[src/rtl/apb_requester.sv]
// APB requester: turns a valid/ready command into one APB transfer.
// Ports: cmd_* command in, rsp_* completion pulse out, p* APB bus.
module apb_requester #(
  parameter int DATA_WIDTH = 32,
  parameter int ADDR_WIDTH = 16,
  parameter int TIMEOUT    = 255
) (
  input  logic                    pclk,
  input  logic                    preset_n,
  input  logic                    cmd_valid,
  output logic                    cmd_ready,
  input  logic                    cmd_write,
  input  logic [ADDR_WIDTH-1:0]   cmd_addr,
  input  logic [DATA_WIDTH-1:0]   cmd_wdata,
  input  logic [DATA_WIDTH/8-1:0] cmd_strb,
  input  logic [2:0]              cmd_prot,
  output logic                    rsp_valid,
  output logic [DATA_WIDTH-1:0]   rsp_rdata,
  output logic                    rsp_err,
  output logic                    rsp_timeout,
  output logic [ADDR_WIDTH-1:0]   paddr,
  output logic                    psel,
  output logic                    penable,
  output logic                    pwrite,
  output logic [DATA_WIDTH-1:0]   pwdata,
  output logic [DATA_WIDTH/8-1:0] pstrb,
  output logic [2:0]              pprot,
  output logic                    pwakeup,
  input  logic                    pready,
  input  logic [DATA_WIDTH-1:0]   prdata,
  input  logic                    pslverr
);

  localparam int SW = DATA_WIDTH / 8;
  localparam int CW = $clog2(TIMEOUT + 1);
  localparam logic [CW-1:0] TMO = CW'(TIMEOUT);

  typedef enum logic [1:0] {
    IDLE   = 2'd0,
    SETUP  = 2'd1,
    ACCESS = 2'd2
  } state_t;

  state_t r_state;
  state_t w_next;

  logic [ADDR_WIDTH-1:0] r_paddr;
  logic                  r_pwrite;
  logic [DATA_WIDTH-1:0] r_pwdata;
  logic [SW-1:0]         r_pstrb;
  logic [2:0]            r_pprot;
  logic [CW-1:0]         r_wait;
  logic                  r_rsp_valid;
  logic [DATA_WIDTH-1:0] r_rsp_rdata;
  logic                  r_rsp_err;
  logic                  r_rsp_tmo;

  logic w_idle;
  logic w_accept;
  logic w_done;
  logic w_tmo;

  assign w_idle   = (r_state == IDLE);
  assign w_accept = w_idle && cmd_valid;
  assign w_done   = (r_state == ACCESS) && pready;
  // pready wins over an expiring counter
  assign w_tmo    = (r_state == ACCESS) && !pready
                    && (r_wait == TMO);

  always_ff @(posedge pclk or negedge preset_n) begin
    if (!preset_n) begin
      r_state <= IDLE;
    end else begin
      r_state <= w_next;
    end
  end

  always_comb begin
    w_next = r_state;
    unique case (r_state)
      IDLE: begin
        if (cmd_valid) w_next = SETUP;
      end
      SETUP: begin
        w_next = ACCESS;
      end
      ACCESS: begin
        if (pready || w_tmo) w_next = IDLE;
      end
      default: begin
        w_next = IDLE;
      end
    endcase
  end

  always_comb begin
    cmd_ready = 1'b0;
    psel      = 1'b0;
    penable   = 1'b0;
    pwakeup   = 1'b0;
    unique case (r_state)
      IDLE: begin
        cmd_ready = 1'b1;
      end
      SETUP: begin
        psel    = 1'b1;
        pwakeup = 1'b1;
      end
      ACCESS: begin
        psel    = 1'b1;
        penable = 1'b1;
        pwakeup = 1'b1;
      end
      default: begin
        cmd_ready = 1'b0;
      end
    endcase
  end

  always_ff @(posedge pclk or negedge preset_n) begin
    if (!preset_n) begin
      r_paddr  <= '0;
      r_pwrite <= 1'b0;
      r_pwdata <= '0;
      r_pstrb  <= '0;
      r_pprot  <= '0;
    end else if (w_accept) begin
      r_paddr  <= cmd_addr;
      r_pwrite <= cmd_write;
      r_pwdata <= cmd_wdata;
      r_pstrb  <= cmd_write ? cmd_strb : '0;
      r_pprot  <= cmd_prot;
    end
  end

  // saturating wait counter; leaves ACCESS before it could wrap
  always_ff @(posedge pclk or negedge preset_n) begin
    if (!preset_n) begin
      r_wait <= '0;
    end else if (w_accept) begin
      r_wait <= '0;
    end else if ((r_state == ACCESS) && !pready
                 && (r_wait != TMO)) begin
      r_wait <= r_wait + CW'(1);
    end
  end

  always_ff @(posedge pclk or negedge preset_n) begin
    if (!preset_n) begin
      r_rsp_valid <= 1'b0;
      r_rsp_rdata <= '0;
      r_rsp_err   <= 1'b0;
      r_rsp_tmo   <= 1'b0;
    end else begin
      r_rsp_valid <= w_done || w_tmo;
      if (w_done) begin
        r_rsp_rdata <= r_pwrite ? '0 : prdata;
        r_rsp_err   <= pslverr;
        r_rsp_tmo   <= 1'b0;
      end else if (w_tmo) begin
        r_rsp_rdata <= '0;
        r_rsp_err   <= 1'b1;
        r_rsp_tmo   <= 1'b1;
      end
    end
  end

  assign paddr       = r_paddr;
  assign pwrite      = r_pwrite;
  assign pwdata      = r_pwdata;
  assign pstrb       = r_pstrb;
  assign pprot       = r_pprot;
  assign rsp_valid   = r_rsp_valid;
  assign rsp_rdata   = r_rsp_rdata;
  assign rsp_err     = r_rsp_err;
  assign rsp_timeout = r_rsp_tmo;

endmodule
[config.mk]
export PLATFORM = sky130hd
export DESIGN_NAME = apb_requester
export DESIGN_NICKNAME = d
export VERILOG_FILES = /design/src/rtl/apb_requester.sv
export SDC_FILE = /design/constraint.sdc
export NUM_CORES = 1
export LEC_CHECK = 0
export BUFFER_PORTS_ARGS = -buffer_cell sky130_fd_sc_hd__clkbuf_2
export CAP_MARGIN = 20
export CORE_ASPECT_RATIO = 0.7
export CORE_MARGIN = 2
export CORE_UTILIZATION = 40
export CTS_CLUSTER_DIAMETER = 60
export DETAILED_ROUTE_END_ITERATION = 16
export PLACE_DENSITY = 0.74
export SETUP_SLACK_MARGIN = 0.2
export SYNTH_ARGS = -nofsm -noshare
export SYNTH_HDL_FRONTEND = slang
export SYNTH_SLANG_ARGS = --single-unit
[constraint.sdc]
create_clock -name pclk -period 1.6 [get_ports pclk]
set_input_delay 0 -clock pclk [delete_from_list [all_inputs] [get_ports pclk]]
set_output_delay 0 -clock pclk [all_outputs]
set_load 0.03 [all_outputs]
==> results.txt <==
The area growth from synthesis to layout came out at 66.5%. The worst setup skew after layout is about 5.0 ps. The remaining antenna violation count after routing is 0. The first-pass GRT wire length came out at roughly 18000 um. The count of unique library cells instantiated by Yosys is 30. The filler cells instantiated in the layout total ~720. Of the cells placed in the final design, the portion with a size suffix greater than 1 is 0.367. The share of synthesized area in the top cell type comes to 0.644.

The power density normalized to cell area is 1910 mW/mm2. The maximum buffer depth of the clock tree came out at 2. The classification of the worst setup path is reg2reg.

Together, buffers and inverters on the worst path number 1. In the final routed layout, each cell accounts on average for 15.5 um. In the final timing run, aggregate negative setup slack is 0 ps. The post-route fraction of the period consumed by the critical path came out at 0.930. The post-synthesis cell count is 373. The detailed-route via count is roughly 3.9k. The initial utilization of the core area, before any placement, comes to 0.408. The CTS sink count is about 100.

Summed over all layers, the routed wires come to around 12000 um. Measured against its own limit, the worst slew margin works out to 0.629. VDD sags by at most between 1 and 1.5 mV. The die outline height is 86.9 um.

The number of warning messages in the yosys log is 0. The count of standard-cell rows came out at 30. The detailed router's first-iteration violation count came out at 198.

The min-delay analysis places its worst path in the category in2reg. The arrival time at the worst endpoint came out at 1760 ps. Synthesis inferred 101 register bits. The worst setup path is captured at a register. The root buffer cell is clkbuf_16.

STA classifies the critical path startpoint as a register. The number of hold violations in the final report came out at 0. The iteration count of the initial detailed-routing pass is 4. The global placer's final weighted congestion is 0.748.

The library cell with the highest instance count after synthesis is nand2_1. The number of antenna violations at the first check in global routing came out at 0. The die covers 0.0106 mm2.

The cell family contributing the most delay on the critical path is simple AND/OR/NAND/NOR gates. The commonest cells after synthesis are nand2_1 (168), dfrtp_1 (101), a22o_1 (32). The maximum level of the CTS H-tree is 3.

The stage delay of the slowest cell on the critical path came out at 420 ps. The total half-perimeter wirelength after legalization and detailed placement came out at 7000 um. The cell area that synthesis handed to floorplanning was 0.00392 mm2. Entering global routing, the biggest net connects ~100 pins. The worst-path maximum fanout is 4.

In this run the mean area of a mapped cell was about 11 um2. The flip-flop and latch area came out at between 0.002 and 0.003 mm2. After global routing the overflow that remains totals 0.

Sorting the synthesized cells by area gives the leading types as dfrtp_1 (64%), nand2_1 (16%), a22o_1 (7.1%), ha_1 (1.6%), clkbuf_1 (1.4%). The clock transition at the register clock pins on the worst setup and hold paths after CTS is 70 ps. The number of primary I/O pins came out at 188. The overall routing resource usage came out at 0.225. The synthesized design contains 0 enable-type register cells. Among all stages on the critical path, the largest delay is contributed by or4_4. The number of remaining DRC errors came out at 0. The worst reg-to-reg setup slack is 110 ps. The number of port buffers came out at 187. The number of setup violations in the final report is 0. The final critical-path required period came out at between 1000 and 1500 ps. The total of max-cap violations is 0. The average via count per standard cell came out at 4.83.

The share of synthesized area occupied by flip-flops and latches is 0.644. The number of buffers added by the clock tree synthesis step came out at 9. The clock latency of the later-clocked register in the worst-skew pair is 340 ps. TritonCTS built the clock tree. For this run, asynchronously set or reset flops after synthesis account for 1.00. The total count of max-transition violations in the final report is 0. The static leakage is about 3.5 nW.

dfrtp_1 takes more of the synthesized area than any other cell. The run finished with clean final reports. The worst path required time is 1870 ps.

The width of the die came out at 122 um. The number of antenna diodes is 0. The number of global-route vias before repair came out at 3875. The net count after synthesis came out at 471. The multi-input gate area in the final layout is ~0.0014 mm2. The top flip-flop cell by instance count after synthesis is dfrtp_1. In this run the standard cell core region covers 0.00961 mm2.

Walking the worst path, the cells encountered are inv_2 > ha_4 > and2b_4 > o21ai_4 > or4_4 > a21oi_2. At the placement stage, the worst setup path has a slack of ~4 ps. The slack of the critical path came out at 112 ps. The net count of the finished layout is approximately 760. The highest attainable clock frequency is 672 MHz. The transition time at the pin with the least slew margin is 557 ps.

Setup repair after global routing could not meet its margin everywhere.
layer usage:
metal	part of all wire	GRT usage
met5	0	0
met4	0.026	0.0815
met3	0.069	0.0589
met2	0.50	0.390
met1	0.41	0.271
final cells by class:
| class | instances | area share |
|---|---|---|
| sequential | 101 | 0.387 |
| timing repair buffer | 302 | 0.336 |
| multi-input combinational | 248 | 0.209 |
| clock buffer | 9 | 0.0345 |
| tap | 128 | 0.0245 |
| clock inverter | 6 | 0.00632 |
| inverter | 4 | 0.00230 |
per-stage QoR:
| step | power, mW | cells | utilization | hold WS, ps | instance area [um2] |
|---|---|---|---|---|---|
| 6_report | 12.5 | 798 | 0.680 | 77.0 | 6530 |
| 5_1_grt | 13.2 | 798 | 0.680 | 91.9 | 6530 |
| 4_1_cts | 12.2 | 790 | 0.666 | 68.5 | 6400 |
| 3_5_place_dp | 9.80 | 675 | 0.529 | 102 | 5080 |
| 3_3_place_gp | 9.61 | 675 | 0.529 | 97.8 | 5080 |
| 2_1_floorplan | 8.01 | 373 | - | -296 | 3970 |
path summary, 6_finish.rpt:
path                                  from           end  cells after the start
worst min register to register    pstrb[1]      pstrb[1]                      2
worst min-delay path             cmd_valid      pprot[1]                      4
min in group asynchronous         preset_n     pwdata[3]                      3
max in group asynchronous         preset_n  rsp_rdata[9]                      3
worst max register to register  r_state[0]     r_wait[6]                      6
worst max-delay path            r_state[0]     r_wait[6]                      6
layout by cell type, fill, tap and decap left out, types with 2 or more instances in the layout:
master	Yosys	routed
clkbuf_2	0	184
nand2_1	168	167
dfrtp_1	101	100
dlygate4sd3_1	0	91
a22o_1	32	32
buf_4	1	14
clkbuf_16	0	12
nor2_1	8	7
buf_12	0	6
xor2_1	5	5
nand3_1	5	4
a21oi_1	4	3
clkinvlp_4	0	3
buf_6	3	3
inv_2	0	2
o21ai_4	1	2
inv_1	4	2
o211ai_1	2	2
ha_4	0	2
ha_1	5	2
clkinv_2	0	2
worst min-delay path: stages:
cell      delay [ps]
clkbuf_2         140
nand2_4          110
nand2_1           80
nand2_1           40
power breakdown:
group / leakage [nW] / switching, mW / internal [mW]
clock network: 0.123 / 0.940 / 1.04
registers: 1.28 / 0.643 / 3.62
logic: 2.13 / 4.08 / 2.16
total: 3.54 / 5.67 / 6.83
flip-flops by register name, summed over array words and instances, names as in the netlist, 2 cells and up:
signal	flops
paddr	16
pprot	3
pstrb	4
pwdata	32
r_state	2
r_wait	8
rsp_rdata	32
cells by family after synthesis:
logic type / Yosys count / share of synthesized area
adders and majority gates: 5 / 0.0159
muxes: 3 / 0.00829
xor gates and xnor gates: 5 / 0.0112
AOI/OAI and AO/OA: 44 / 0.0954
DFF: 101 / 0.644
and+or+nand+nor: 191 / 0.195
buffers and inverters: 24 / 0.0300
repair_timing:
item	CTS	global route
pin swaps	2	6
buffers inserted	8	3
gates cloned	1	5
hold endpoints to repair	191	0
resized for setup	10	8
hold buffers	91	0
endpoints found under the setup margin	70	100
Note: power is estimated with default switching activity, not from simulation.
